--- src/rtl/keypad_pkg.sv ---
// Shared constants and types for the 4x4 hex keypad scanner.
// Frame bit index is row*4+col; codes follow the Pmod KYPD legend.
package keypad_pkg;

    localparam int FRAME_W = 16;

    typedef enum logic [1:0] {
        ST_RELEASED,
        ST_HELD,
        ST_MULTI
    } key_state_e;

    localparam logic [3:0] KEY_MAP [FRAME_W] = '{
        4'h1, 4'h2, 4'h3, 4'hA,
        4'h4, 4'h5, 4'h6, 4'hB,
        4'h7, 4'h8, 4'h9, 4'hC,
        4'h0, 4'hF, 4'hE, 4'hD
    };

    localparam logic [3:0] COL_SEL [4] = '{
        4'b1110, 4'b1101, 4'b1011, 4'b0111
    };

endpackage

--- src/rtl/keypad_debounce.sv ---
// Frame-level debounce: commits a keypad state after a run of identical
// frames and classifies it as released, single key or multiple keys.
module keypad_debounce
    import keypad_pkg::*;
#(
    parameter int DEBOUNCE_FRAMES = 4
) (
    input  logic               clk,
    input  logic               rst,
    input  logic               frame_end,
    input  logic [FRAME_W-1:0] frame,
    output logic [3:0]         key,
    output logic               key_valid,
    output logic               key_strobe,
    output logic               multi
);

    localparam int CW = $clog2(DEBOUNCE_FRAMES + 1);

    key_state_e         state_q, state_d;
    logic [FRAME_W-1:0] prev_q, prev_d;
    logic [CW-1:0]      cnt_q, cnt_d;
    logic [3:0]         key_q, key_d;
    logic               strobe_q, strobe_d;
    logic               commit;
    logic [4:0]         ones;
    logic [3:0]         idx;
    logic [3:0]         code;

    assign ones = 5'($countones(frame));

    always_comb begin
        idx = 4'd0;
        for (int i = 0; i < FRAME_W; i++) begin
            if (frame[i]) idx = 4'(i);
        end
    end

    assign code = KEY_MAP[idx];

    always_ff @(posedge clk) begin
        if (rst) begin
            state_q  <= ST_RELEASED;
            prev_q   <= '0;
            cnt_q    <= '0;
            key_q    <= 4'h0;
            strobe_q <= 1'b0;
        end else begin
            state_q  <= state_d;
            prev_q   <= prev_d;
            cnt_q    <= cnt_d;
            key_q    <= key_d;
            strobe_q <= strobe_d;
        end
    end

    always_comb begin
        state_d  = state_q;
        prev_d   = prev_q;
        cnt_d    = cnt_q;
        key_d    = key_q;
        strobe_d = 1'b0;
        commit   = 1'b0;
        if (frame_end) begin
            prev_d = frame;
            if (frame == prev_q) begin
                // Commit only on the transition into saturation.
                if (cnt_q != CW'(DEBOUNCE_FRAMES)) cnt_d = cnt_q + 1'b1;
                commit = (cnt_q == CW'(DEBOUNCE_FRAMES - 1));
            end else begin
                cnt_d = '0;
            end
        end
        if (commit) begin
            unique case (1'b1)
                (ones == 5'd0): state_d = ST_RELEASED;
                (ones == 5'd1): begin
                    state_d  = ST_HELD;
                    key_d    = code;
                    strobe_d = (state_q != ST_HELD) || (code != key_q);
                end
                (ones > 5'd1):  state_d = ST_MULTI;
            endcase
        end
    end

    assign key        = key_q;
    assign key_strobe = strobe_q;
    assign key_valid  = (state_q == ST_HELD);
    assign multi      = (state_q == ST_MULTI);

endmodule

--- src/rtl/hex_keypad_scanner.sv ---
// 4x4 keypad scanner: row synchronizer, column dwell/scan and frame
// snapshot, feeding the frame debouncer.
module hex_keypad_scanner
    import keypad_pkg::*;
#(
    parameter int SCAN_DIV        = 100000,
    parameter int DEBOUNCE_FRAMES = 4
) (
    input  logic       CLK100MHZ,
    input  logic       RST,
    input  logic [3:0] ROW,
    output logic [3:0] COL,
    output logic [3:0] KEY,
    output logic       KEY_VALID,
    output logic       KEY_STROBE,
    output logic       MULTI
);

    localparam int DW = $clog2(SCAN_DIV);

    logic [DW-1:0]      dwell;
    logic [1:0]         col_idx;
    logic [3:0]         row_meta;
    logic [3:0]         row_sync;
    logic [FRAME_W-1:0] snap;
    logic [FRAME_W-1:0] frame;
    logic               sample;
    logic               frame_end;

    assign sample    = (dwell == DW'(SCAN_DIV - 1));
    assign frame_end = sample && (col_idx == 2'd3);

    // Snapshot with the current column's pressed rows merged in.
    always_comb begin
        frame = snap;
        for (int r = 0; r < 4; r++) begin
            frame[r*4 + int'(col_idx)] = ~row_sync[r];
        end
    end

    always_ff @(posedge CLK100MHZ) begin
        if (RST) begin
            row_meta <= 4'h0;
            row_sync <= 4'h0;
            dwell    <= '0;
            col_idx  <= 2'd0;
            snap     <= '0;
        end else begin
            row_meta <= ROW;
            row_sync <= row_meta;
            if (sample) begin
                snap    <= frame;
                dwell   <= '0;
                col_idx <= col_idx + 2'd1;
            end else begin
                dwell <= dwell + 1'b1;
            end
        end
    end

    assign COL = COL_SEL[col_idx];

    keypad_debounce #(
        .DEBOUNCE_FRAMES(DEBOUNCE_FRAMES)
    ) u_debounce (
        .clk        (CLK100MHZ),
        .rst        (RST),
        .frame_end  (frame_end),
        .frame      (frame),
        .key        (KEY),
        .key_valid  (KEY_VALID),
        .key_strobe (KEY_STROBE),
        .multi      (MULTI)
    );

endmodule
--- config.mk ---
export PLATFORM = sky130hd
export DESIGN_NAME = hex_keypad_scanner
export DESIGN_NICKNAME = d
export VERILOG_FILES = /design/src/rtl/keypad_pkg.sv /design/src/rtl/keypad_debounce.sv /design/src/rtl/hex_keypad_scanner.sv
export SDC_FILE = /design/constraint.sdc
export NUM_CORES = 1
export LEC_CHECK = 0
export ABC_AREA = 1
export BUFFER_PORTS_ARGS = -buffer_cell sky130_fd_sc_hd__buf_2
export CAP_MARGIN = 20
export CELL_PAD_IN_SITES_DETAIL_PLACEMENT = 0
export CELL_PAD_IN_SITES_GLOBAL_PLACEMENT = 1
export CORE_MARGIN = 8
export CORE_UTILIZATION = 30
export CTS_CLUSTER_DIAMETER = 200
export DETAILED_ROUTE_END_ITERATION = 6
export PLACE_DENSITY_LB_ADDON = 0.15
export REMOVE_ABC_BUFFERS = 1
export SLEW_MARGIN = 30
export SYNTH_ARGS = -nofsm -noshare
export SYNTH_HDL_FRONTEND = slang
export SYNTH_SLANG_ARGS = --single-unit
export TNS_END_PERCENT = 10
--- constraint.sdc ---
create_clock -name CLK100MHZ -period 9.7 [get_ports CLK100MHZ]
set_clock_uncertainty 0.1 [all_clocks]
set_input_delay 1.94 -clock CLK100MHZ [delete_from_list [all_inputs] [get_ports CLK100MHZ]]
set_output_delay 1.94 -clock CLK100MHZ [all_outputs]
set_load 0.02 [all_outputs]
Yosys cells after proc, flatten, opt, wreduce, memory -nomap -nowiden
Memory sizes are Yosys's and may differ from the RTL's.
Cells that the tools add are included.

storage, ports and cells
  flip-flop bits (word level) = 69
  ROM bits = 64
  bits of input ports = 6
  output and inout bits = 11
  logic and storage cells = 110
  memories kept = 1

operators by class
  $add $sub $neg = 21
  magnitude comparators = 11
  eq/ne operators = 11
  multiplexer cells = 37
  bitwise operators = 8
  reduce and logical (&&, ||, !) cells = 11

memory list
  name              words  width  read ports  clocked after Yosys merged registers in  wr ports  line                   source
  (name not given)  16     4      1           0                                        0         keypad_debounce.sv:39  assign code = KEY_MAP[idx];

operators with widths
  operator                                                           count
  two-way mux 4 bit                                                  18
  bitwise mux 16 bit                                                 4
  adder 5 bit                                                        7
  adder 17 x 1 -> 17 bit, second input constant                      1
  equality test 17 bit, second input constant                        1
  adder 1 x 1 -> 2 bit                                               8
  equality test 16 bit                                               1
  demux 1 bit (select 4 bit)                                         3
  adder 4 x 2 -> 5 bit, first input constant                         2
  greater-or-equal comparator 5 x 1 -> 1 bit, second input constant  2
  less-than comparator 5 bit, second input constant                  2
  binary-select mux 4 bit (select 2 bit)                             1
  two-way mux 1 bit                                                  7
  two-way mux 3 bit                                                  2
  inverter 1 bit                                                     6
  case mux 2 bit (3 select lines)                                    1
  equality test 5 x 1 -> 1 bit, second input constant                1
  greater-or-equal comparator 5 bit, second input constant           1
  greater-than comparator 5 x 1 -> 1 bit, second input constant      1
  logical AND 1 bit                                                  5
  zero test 5 bit                                                    1
  less-than comparator 2 x 5 -> 1 bit, second input constant         1
  less-than comparator 4 x 5 -> 1 bit, second input constant         1
  inverter 4 -> 5 bit                                                1
  other kinds (19)                                                   21

Depth between registers and ports, before layout
Gate-level depths: netlist (run 1).

  word-level depth = 29
  depth in mapped cells = 32
  mapped depth without buffers = 31

Modules after synthesis
A second synthesis (run 1) with hierarchy kept.

unflattened totals
  cell total of the unflattened synthesis = 621
  area, all modules = 4266.6 sq um

by module, submodules not included
  module              instances  cells each  area an instance (sq um)  seq. area each (sq um)
  hex_keypad_scanner  1          347         2243.4                    860.8
  keypad_debounce     1          274         2023.2                    520.5

Least setup slack after synthesis (run 1)
No wires, ideal clock.

  kind = register to register
  start = register col_idx[0]
  end = register u_debounce.key_q[0] (netlist: u_debounce.key[0])
  library setup time = 116 ps
  data arrival time = 4735 ps
  data required time = 9484 ps
  slack = 4749 ps
  cell stages (with the launch flop) = 24
  buffers on the path = 0
  clock period less this slack = 4951 ps
  cells stage by stage = dfxtp_1 > inv_1 > ha_1 > o21ai_1 > inv_1 > ha_1 > inv_1 > fa_1 > inv_1 > fa_1 > inv_1 > fa_1 > inv_1 > fa_1 > ha_1 > fa_1 > nor3_1 > o21ai_0 > a21oi_1 > inv_1 > nor2_2 > nand2_2 > a21oi_1 > nor2_1

between the ends
  longest elaborated chain between the ends = 27
  elaborated cells between the ends (all ways) = 68
  classes of those cells = add/sub: 18; order compare: 8; eq/ne: 3; mux: 31; bitwise: 1; reduce/logical: 6; memory: 1

RTL lines
  item                                                                                     line                      source
  from (decl)                                                                              hex_keypad_scanner.sv:22  logic [1:0] col_idx;
  from (signal assigned)                                                                   hex_keypad_scanner.sv:54  col_idx <= col_idx + 2'd1;
  adder 3 x 2 -> 4 bit, or another cell as far along                                       hex_keypad_scanner.sv:37  frame[r*4 + int'(col_idx)] = ~row_sync[r];
  less-than comparator 4 x 5 -> 1 bit (implied by the code), or another cell as far along  hex_keypad_scanner.sv:37
  logical AND 1 bit (implied by the code) or two-way mux 1 bit (tied branches)             hex_keypad_scanner.sv:37
  two-way mux 1 bit (implied by the code) or demux 1 bit (select 2 bit) (tied branches)    hex_keypad_scanner.sv:37
  demux 1 bit (select 4 bit) or bitwise mux 16 bit (tied branches)                         hex_keypad_scanner.sv:37
  bitwise mux 16 bit (3 in series)                                                         hex_keypad_scanner.sv:37
  two-way mux 1 bit                                                                        keypad_debounce.sv:35     if (frame[i]) idx = 4'(i);
  two-way mux 4 bit (14 in series)                                                         keypad_debounce.sv:35
  inverter 4 -> 5 bit (implied by the code)                                                keypad_debounce.sv:39
  memory read (16 x 4 bit)                                                                 -
  two-way mux 4 bit (implied by the code) (2 in series)                                    keypad_debounce.sv:39
  to (signal assigned)                                                                     keypad_debounce.sv:52     key_q <= key_d;
  to (decl)                                                                                keypad_debounce.sv:23     logic [3:0] key_q, key_d;

Parallel ways exist; a longest one is shown, timed or not. The select of a mux whose other input is x is not followed.
A chain may end at the register's enable or synchronous reset.

Worst setup path after layout (run 1)
  start = register col_idx[0]
  end = register u_debounce.key_q[0] (netlist: u_debounce.key[0])

between the ends
  elaborated cells between the ends (all ways) = 68
  classes of those cells = add/sub: 18; order compare: 8; eq/ne: 3; mux: 31; bitwise: 1; reduce/logical: 6; memory: 1

RTL lines
  item                                                                                     line                      source
  adder 3 x 2 -> 4 bit, or another cell as far along                                       hex_keypad_scanner.sv:37
  less-than comparator 4 x 5 -> 1 bit (implied by the code), or another cell as far along  hex_keypad_scanner.sv:37
  logical AND 1 bit (implied by the code) or two-way mux 1 bit (tied branches)             hex_keypad_scanner.sv:37
  two-way mux 1 bit (implied by the code) or demux 1 bit (select 2 bit) (tied branches)    hex_keypad_scanner.sv:37
  demux 1 bit (select 4 bit) or bitwise mux 16 bit (tied branches)                         hex_keypad_scanner.sv:37
  bitwise mux 16 bit (2 in series)                                                         hex_keypad_scanner.sv:37
  bitwise mux 16 bit (*)                                                                   hex_keypad_scanner.sv:37
  named net frame[3]                                                                       hex_keypad_scanner.sv:26  logic [FRAME_W-1:0] frame;
  two-way mux 4 bit (13 in series)                                                         keypad_debounce.sv:35
  inverter 4 -> 5 bit (implied by the code)                                                keypad_debounce.sv:39
  memory read (16 x 4 bit)                                                                 -
  two-way mux 4 bit (implied by the code) (2 in series)                                    keypad_debounce.sv:39

Mark *: on every way through the listed nets, which the timed path passes. The rest lies on a longest branch. The select of a mux whose other input is x is not followed.

==> flow_summary.toml, run 1 <==
[critical_path]
ff2ff_path_depth = 23
crit_slowest_cell = "ha_1"
end_kind = "flop"
critPathMaxStageDelay_ns = 0.54
crit_path_max_fanout = 13
critical_path_required_ns = 9.83
r2r-end = "u_debounce.key[0]"
criticalPathCategory = "flop to flop"
start_kind = "flop"
crit_path_cell_trace = "ha_1 > nand2_1 > o21ai_2 > inv_1 > ha_1 > inv_1 > fa_1 > inv_1 > fa_1 > inv_1 > fa_1 > inv_1 > fa_1 > ha_1 > fa_1 > nor3_1 > o21ai_0 > a21oi_1 > inv_1 > nor2_2 > nand2_2 > a21oi_1 > nor2_1"
r2r_setup_slack_ns = 4.31
crit-reg2reg-launch = "col_idx[0]"
cp_data_arrival_time_ns = 5.51
setup.worst_path.start = "col_idx[0]"
cp-endpoint = "u_debounce.key[0]"
cp_common_cell = "inv_1"

[global_route]
grt_use_total_pct = 12.2
grt_pass1_wl_mm = 15.8
grt_max_degree = 34
grt_overflow = 0
antenna_found_initial = 0
first_global_vias = 3149

[drt]
routedWlPerCell_um = 13.0
drt_iter0_markers = 112
postRouteAntennaNets = 0
finalWirelength_mm = 9.27
drc = 0
vias_per_cell = 4.44
drt-pass1-iter-count = 4
vias = 3177

[synth]
synth.most_common_cell = "nand2_1"
synth_top_area_cell = "dfxtp_1"
ys_warn_count = 0
synth_edf_count = 0
yosysTopAreaCellShare_pct = 35.0
yosysUniqueCellTypes = 38
ys.flop_type = "dfxtp_1"
postSynthAreaPerCell_um2 = 7.59
synth_seq_cells = 69
syn_inst = 519
synthTopCellsByArea = "dfxtp_1, ha_1, nand2_1"
seq_area_frac_synth_pct = 35.0
synthTopCellsByCount = "nand2_1, inv_1, dfxtp_1"
netlist_area_um2 = 3940
async_flop_share_pct = 0

[floorplanning]
die-area_um2 = 17100
start_util_pct = 30.2
io_pins = 17
rows = 42
core_area_um2 = 13000
die_x_um = 131
die_h_um = 131

[finish]
drive_above_1_share_pct = 11.9
fillers = 1444
area_growth_pct = 14.4
antenna_cells = 0
nets = 578
final_core_util_pct = 34.6
final_cell_area_um2 = 4510
finalNonFillerCells = 715

[clock_tree]
cts.sinks = 69
root_buffer = "clkbuf_16"
clkTransAtPathRegs_ns = 0.06
cts_resized = 0
cts_tree = "built"
cts_buffer_depth = 2
htree_levels = 3
insertion_delay_ns = 0.33
cts_hold_buf = 0
post-cts-setup-buffers = 0
numCtsBuffers = 9

[placement]
dpl_cell_area_um2 = 4190
finalWeightedCongestion = 0.745
dp_cells = 699
dp_hpwl_mm = 6.92
port_buffers = 16

[power]
power.total_w = 0.000668
p_leak_nw = 2.02
power-per-cell-area_nw_per_um2 = 148
peakVddDrop_uv = 68.5

[timing]
worst_pin_slew_ns = 0.677
hold_viol_final = 0
fmax_mhz = 186
fin_crit_ns = 5.39
setup_viol = 0
relSlewSlack_pct = 54.8
setup_tns_ns = 0
slew_violations = 0
rsz0062_at_grt = "no"
period_share_pct = 55.5

[min_path]
hold_path_class = "flop to flop"

[outcome]
status = "completed"

[flow_run]
drv_cap = 0
[state kept, by name (all words and copies together), names as in the netlist]
register               count
u_debounce.prev_q         16
snap                      16
u_debounce.key             4
dwell                     17
u_debounce.state_q         2
u_debounce.cnt_q           3
u_debounce.key_strobe      1
col_idx                    2
row_meta                   4
row_sync                   4
[placed cells by master, fill, tap and decap left out, types with 8 or more instances in the layout]
cell type / n
o21ai_2: 9
o21ai_0: 27
nand3_1: 18
nand4_1: 10
buf_2: 16
clkbuf_16: 9
o21ai_1: 8
xor2_1: 13
nor2_1: 60
fa_1: 11
o21a_1: 9
inv_1: 79
ha_1: 27
a21oi_1: 35
dfxtp_1: 69
nand2_1: 82
[cell type report]
cell class              instances  area, µm²  area share (%)
multi-input cells             351       2180            48.3
flip-flops and latches         69       1380            30.6
inverters                      85        319            7.08
clock buffers                   9        225            4.99
well taps                     176        220            4.88
repair buffers                 18       95.1            2.11
clock inverters                 7       90.1            2.00
[critical path, delay by kind of cell, from the launching register on]
family,cells,cell delay [ns]
adders and majority gates,8,3.34
and+or+nand+nor,5,0.57
AOI/OAI and AO/OA,4,0.49
buffers and inverters,6,0.43
DFF,1,0.36
[power by group]
part           internal [W]  switching [W]   total, W
registers          0.000286     0.00000223   0.000288
clock network      0.000223       0.000127   0.000350
logic             0.0000107      0.0000187  0.0000294
total              0.000520       0.000148   0.000668
[layer usage]
layer  vias to the layer above  GRT usage [%]  part of all wire, %
li1                       1685              -                    -
met1                      1444           14.9                   48
met2                        40           19.9                   48
met3                         8           2.92                  3.1
met4                         0           5.47                  1.6
met5                         -              0                    0
[kinds of logic after synthesis]
group	synth area share [%]
AOI/OAI and AO/OA	14.0
and+or+nand+nor	22.9
DFF	35.0
xor gates and xnor gates	4.22
buffers and inverters	9.75
adders and majority gates	14.2
[metrics by stage]
stage,hold WS (ns),setup slack (ns)
finish,0.300,4.31
global route,0.314,3.86
CTS,0.304,4.28
detailed placement,0.295,4.28
global placement,0.292,4.37
floorplan,0.288,4.73
[worst min path at each step]
stage	start	to	slack [ns]	cells after the start
floorplan	row_meta[0]	row_sync[0]	0.29	2
global route	row_meta[1]	row_sync[1]	0.31	2
CTS	row_meta[1]	row_sync[1]	0.30	2
global placement	row_meta[1]	row_sync[1]	0.29	2
finish	row_meta[3]	row_sync[3]	0.30	2
detailed placement	row_meta[1]	row_sync[1]	0.30	2
(Power assumes the default switching activity.)
==> run 2, diff against run 1 <==
==> constraint.sdc (replaced) <==
create_clock -name CLK100MHZ -period 5.3 [get_ports CLK100MHZ]
set_clock_uncertainty 0.1 [all_clocks]
set_input_delay 1.06 -clock CLK100MHZ [delete_from_list [all_inputs] [get_ports CLK100MHZ]]
set_output_delay 1.06 -clock CLK100MHZ [all_outputs]
set_load 0.02 [all_outputs]
==> run 2 against run 1 <==
  * Register-to-register slack worse by 4.0 ns
  * Sequential power increased by 83%
  * Cell count up 2.4%
  * Combinational power increased by 100%
  * Clock power grew 54%
  * Worst setup slack worse by 4.0 ns
  * Worst hold slack got worse by 0.0064 ns
  * Critical path type unchanged
  * Highest routed layer unchanged
==> flow_summary.toml, run 2 (synthesis gave the netlist of run 1 again) <==
[drt]
drt-pass1-iter-count = 4
drt_iter0_markers = 134
finalWirelength_mm = 9.37
postRouteAntennaNets = 0
vias_per_cell = 4.42
drc = 0
routedWlPerCell_um = 12.8
vias = 3234

[floorplanning]
io_pins = 17
die-area_um2 = 17100
start_util_pct = 30.2
core_area_um2 = 13000
die_x_um = 131
rows = 42
die_h_um = 131

[critical_path]
crit_slowest_cell = "fa_1"
cp_top_family = "adder cells"
cp.depth = 23
critPathMaxStageDelay_ns = 0.53
crit_path_max_fanout = 5
end_kind = "flop"
start_kind = "flop"
cp_data_arrival_time_ns = 5.13
crit_buf_inv = 8
cp_common_cell = "fa_1"
criticalPathCategory = "flop to flop"
r2r-end = "u_debounce.key[0]"
critical_path_required_ns = 5.48
crit-reg2reg-launch = "col_idx[1]"
ff2ff_path_depth = 23
r2r_setup_slack_ns = 0.35
crit_path_cell_trace = "inv_4 > ha_4 > inv_2 > o21a_1 > inv_1 > ha_1 > inv_1 > fa_1 > inv_1 > fa_1 > inv_1 > fa_1 > inv_2 > fa_1 > ha_2 > fa_1 > nor3_1 > o21ai_1 > a21oi_2 > inv_2 > nor3_4 > o21ai_0 > nor2_1"
setup.worst_path.start = "col_idx[1]"

[placement]
port_buffers = 16
finalWeightedCongestion = 0.756
dpl_cell_area_um2 = 4310
dp_hpwl_mm = 7.16

[clock_tree]
cts_tree = "built"
clkTransAtPathRegs_ns = 0.06
htree_levels = 3
cts_buffer_depth = 2
cts.sinks = 69
numCtsBuffers = 9
insertion_delay_ns = 0.34
cts_hold_buf = 0
root_buffer = "clkbuf_16"

[finish]
drive_above_1_share_pct = 16.7
nets = 595
layout_common_cells = "nand2_1, inv_1, dfxtp_1"
antenna_cells = 0
fillers = 1439
regMostFlops = "dwell"
final_cell_area_um2 = 4670
largest_reg_flops = 17
reg_top3 = "dwell: 17 flops, snap: 16 flops, u_debounce.prev_q: 16 flops"
area_growth_pct = 18.4
layout_commonest_cell = "nand2_1"

[global_route]
antenna_found_initial = 0
first_global_vias = 3114
grt_use_total_pct = 11.8
grt_overflow = 0
grt_pass1_wl_mm = 15.4
grt_max_degree = 34

[timing]
period_share_pct = 93.5
hold_viol_final = 0
fmax_mhz = 202
rsz0062_at_grt = "no"
fin_crit_ns = 4.95
slew_violations = 0
setup_tns_ns = 0
setup_viol = 0
relSlewSlack_pct = 54.0
worst_pin_slew_ns = 0.689

[min_path]
min_to = "row_sync[0]"
hp-start = "row_meta[0]"
hold_path_class = "flop to flop"
holdPathStages = 2

[power]
peakVddDrop_uv = 179
p_leak_nw = 2.09
power-per-cell-area_nw_per_um2 = 241

[flow_run]
drv_cap = 0

[outcome]
status = "completed"
==> run 2: changes by cell type in the layout (fill, tap and decap cells not counted), moves of 3 or more <==
cell | before | now
buf_4 | 2 | 19
ha_4 | 0 | 4
inv_1 | 79 | 75
ha_1 | 27 | 22
a21oi_2 | 0 | 3
a21oi_1 | 35 | 32
==> run 2: power breakdown <==
group	internal [W]	switching, W	total [W]
sequential	0.000523	0.00000418	0.000527
combinational	0.0000223	0.0000373	0.0000597
clock	0.000313	0.000225	0.000538
==> run 2: final cells by class <==
type,count,area [µm²],share of cell area (%)
well taps,176,220,4.72
clock inverters,5,27.5,0.590
flip-flops and latches,69,1390,29.7
inverters,85,324,6.94
clock buffers,11,233,4.99
repair buffers,35,223,4.77
multi-input cells,351,2250,48.3
==> run 2: how the worst max path moves through the flow <==
stage / endpoint / slack [ns]
global route: u_debounce.key_strobe / 0.001
CTS: u_debounce.key_strobe / 0.05
detailed placement: u_debounce.key_strobe / 0.05
finish: u_debounce.key[0] / 0.35
floorplan: u_debounce.key[0] / 0.33
global placement: u_debounce.key_strobe / 0.15
==> run 2: what timing repair did <==
| action | in CTS | in global routing |
|---|---|---|
| gates resized for setup | 0 | 24 |
| endpoints found under the setup margin | 0 | 7 |
| setup buffers | 0 | 2 |
==> run 2: per-layer routing <==
layer	part of all wire [%]	routed length [µm]	track usage, %	vias to the layer above
met5	0	0	0	-
met4	1.5	142	4.86	0
met3	3.2	303	2.80	12
met2	49	4560	20.0	27
met1	47	4370	14.2	1473
li1	-	-	-	1722
==> run 2: worst reg2reg max path: stages (launching register included) <==
cell	delay, ns
dfxtp_2	0.40
inv_4	0.07
ha_4	0.17
inv_2	0.09
o21a_1	0.15
inv_1	0.06
ha_1	0.27
inv_1	0.05
fa_1	0.50
inv_1	0.05
fa_1	0.53
inv_1	0.05
fa_1	0.40
inv_2	0.07
fa_1	0.41
ha_2	0.21
fa_1	0.43
nor3_1	0.13
o21ai_1	0.09
a21oi_2	0.13
inv_2	0.07
nor3_4	0.26
o21ai_0	0.11
nor2_1	0.10
==> run 2: metrics by stage <==
| step | util (%) | power (W) | hold slack, ns | worst slack, ns | std cells |
|---|---|---|---|---|---|
| after floorplan | - | 0.000576 | 0.288 | 0.333 | 505 |
| after global placement | 33.0 | 0.000595 | 0.296 | 0.155 | 714 |
| after detailed placement | 33.0 | 0.000596 | 0.293 | 0.0483 | 714 |
| after CTS | 35.0 | 0.00114 | 0.297 | 0.0536 | 730 |
| after global routing | 35.8 | 0.00118 | 0.313 | 0.00123 | 732 |
| final | 35.8 | 0.00113 | 0.294 | 0.345 | 732 |
==> run 3, diff against run 2 <==
--- a/config.mk
+++ b/config.mk
@@ -6,7 +6,6 @@
 export NUM_CORES = 1
 export LEC_CHECK = 0
 export ABC_AREA = 1
-export BUFFER_PORTS_ARGS = -buffer_cell sky130_fd_sc_hd__buf_2
 export CAP_MARGIN = 20
 export CELL_PAD_IN_SITES_DETAIL_PLACEMENT = 0
 export CELL_PAD_IN_SITES_GLOBAL_PLACEMENT = 1
@@ -14,6 +13,8 @@
 export CORE_UTILIZATION = 30
 export CTS_CLUSTER_DIAMETER = 200
 export DETAILED_ROUTE_END_ITERATION = 6
+export DONT_BUFFER_PORTS = 1
+export HOLD_SLACK_MARGIN = 0.15
 export PLACE_DENSITY_LB_ADDON = 0.15
 export REMOVE_ABC_BUFFERS = 1
 export SLEW_MARGIN = 30
==> run 3 against run 2 <==
  * Global-route usage grew 0.29 points
  * Die area unchanged
  * Routed wire length rose by 0.18%
  * Via count shrank 1.1%
  * Register-to-register slack barely moved
  * Non-clock buffer count is 10 lower
==> flow_summary.toml, run 3 (synthesis gave the netlist of run 1 again) <==
[drt]
vias = 3200
drt_iter0_markers = 134
postRouteAntennaNets = 0
drt-pass1-iter-count = 4
drc = 0
vias_per_cell = 4.43
routedWlPerCell_um = 13.0
finalWirelength_mm = 9.39

[finish]
final_core_util_pct = 36.1
largest_reg_flops = 17
nets = 585
final_cell_area_um2 = 4700
fillers = 1466
antenna_cells = 0
regMostFlops = "dwell"
final-seq-area_um2 = 1390
layout_commonest_cell = "nand2_1"
reg_top3 = "dwell: 17 flops, snap: 16 flops, u_debounce.prev_q: 16 flops"
layout_common_cells = "nand2_1, inv_1, dfxtp_1"
multi_input_area_um2 = 2250
drive_above_1_share_pct = 15.2
area_growth_pct = 19.3

[critical_path]
r2r_setup_slack_ns = 0.34
critical_path_required_ns = 5.43
crit-reg2reg-launch = "col_idx[1]"
crit_slowest_cell = "fa_1"
cp_common_cell = "fa_1"
ff2ff_path_depth = 20
r2r-end = "u_debounce.key[0]"
criticalPathCategory = "flop to flop"
end_kind = "flop"
cp_data_arrival_time_ns = 5.08
crit_path_max_fanout = 5
crit_path_cell_trace = "inv_4 > ha_4 > buf_4 > o21ai_2 > inv_1 > ha_1 > fa_1 > fa_1 > fa_1 > fa_1 > ha_2 > fa_1 > nor3_1 > o21ai_1 > a21oi_2 > inv_2 > nor2_4 > nand2_4 > a21oi_1 > nor2_1"
critPathMaxStageDelay_ns = 0.56
start_kind = "flop"

[power]
peakVddDrop_uv = 149
power-per-cell-area_nw_per_um2 = 263
p_leak_nw = 2.09

[floorplanning]
die_x_um = 131
io_pins = 17
rows = 42
die-area_um2 = 17100
start_util_pct = 30.2
core_area_um2 = 13000
die_h_um = 131

[clock_tree]
htree_levels = 3
cts.sinks = 69
insertion_delay_ns = 0.33
cts_buffer_depth = 2
numCtsBuffers = 9
root_buffer = "clkbuf_16"
clkTransAtPathRegs_ns = 0.06
cts_tree = "built"

[placement]
port_buffers = 0
finalWeightedCongestion = 0.777
dp_hpwl_mm = 7.19
dpl_cell_area_um2 = 4270

[timing]
hold_viol_final = 0
relSlewSlack_pct = 39.0
worst_pin_slew_ns = 0.914
setup_viol = 0
fin_crit_ns = 4.96
rsz0062_at_grt = "no"
holdWs_ns = 0.301
period_share_pct = 93.5
setup_tns_ns = 0
fmax_mhz = 202
slew_violations = 0

[min_path]
min_to = "row_sync[2]"
holdPathStages = 2
hold_path_class = "flop to flop"
hp-start = "row_meta[2]"

[global_route]
first_global_vias = 3156
antenna_found_initial = 0
grt_pass1_wl_mm = 15.9
grt_use_total_pct = 12.1
grt_overflow = 0
grt_max_degree = 34

[outcome]
status = "completed"

[flow_run]
drv_cap = 0
## run 3: what timing repair did
action                                  4_1_cts  5_1_grt
resized for setup                             0       25
hold buffers                                  0        0
buffers inserted                              0        2
endpoints found under the setup margin        0        7
## run 3: per-layer routing
layer	vias up	wire (µm)	track usage (%)
met5	-	0	0
met4	0	121	3.92
met3	8	273	3.81
met2	29	4530	20.2
met1	1451	4460	14.5
li1	1712	-	-
## run 3: worst max-delay path: cells and delay by family, from the launching register on
family / cells / cell delay, ns
adders and majority gates: 8 / 3.04
AOI/OAI and AO/OA: 4 / 0.52
and+or+nand+nor: 4 / 0.43
DFF: 1 / 0.39
buffers and inverters: 4 / 0.39
## run 3: power breakdown
part | internal, W | total [W] | switching (W)
Clock | 0.000424 | 0.000653 | 0.000229
Sequential | 0.000523 | 0.000527 | 0.00000424
Combinational | 0.0000217 | 0.0000575 | 0.0000359
Total | 0.000968 | 0.00124 | 0.000270
## run 3: worst max path at each step
| stage | start | endpoint | slack (ns) | cells past startpoint |
|---|---|---|---|---|
| after floorplan | col_idx[1] | u_debounce.key[0] | 0.33 | 24 |
| after global routing | col_idx[0] | u_debounce.key_strobe | 0.02 | 24 |
| final | col_idx[1] | u_debounce.key[0] | 0.34 | 20 |
| after global placement | col_idx[0] | u_debounce.key_strobe | 0.17 | 24 |
| after CTS | col_idx[0] | u_debounce.key_strobe | 0.07 | 24 |
| after detailed placement | col_idx[0] | u_debounce.key[0] | 0.08 | 24 |
## run 3: area by class of cell
type	instances	area share, %
clock buffer	10	5.08
clock inverter	6	1.84
inverter	85	6.94
multi-input combinational	351	47.9
sequential	69	29.5
tap	176	4.68
timing repair buffer	25	3.99
## run 3: per-stage QoR
stage	total power (W)	setup WS [ns]	cells
global route	0.00130	0.0157	722
floorplan	0.000576	0.333	505
global placement	0.000591	0.172	704
detailed placement	0.000593	0.0824	704
CTS	0.00126	0.0677	720
finish	0.00124	0.345	722
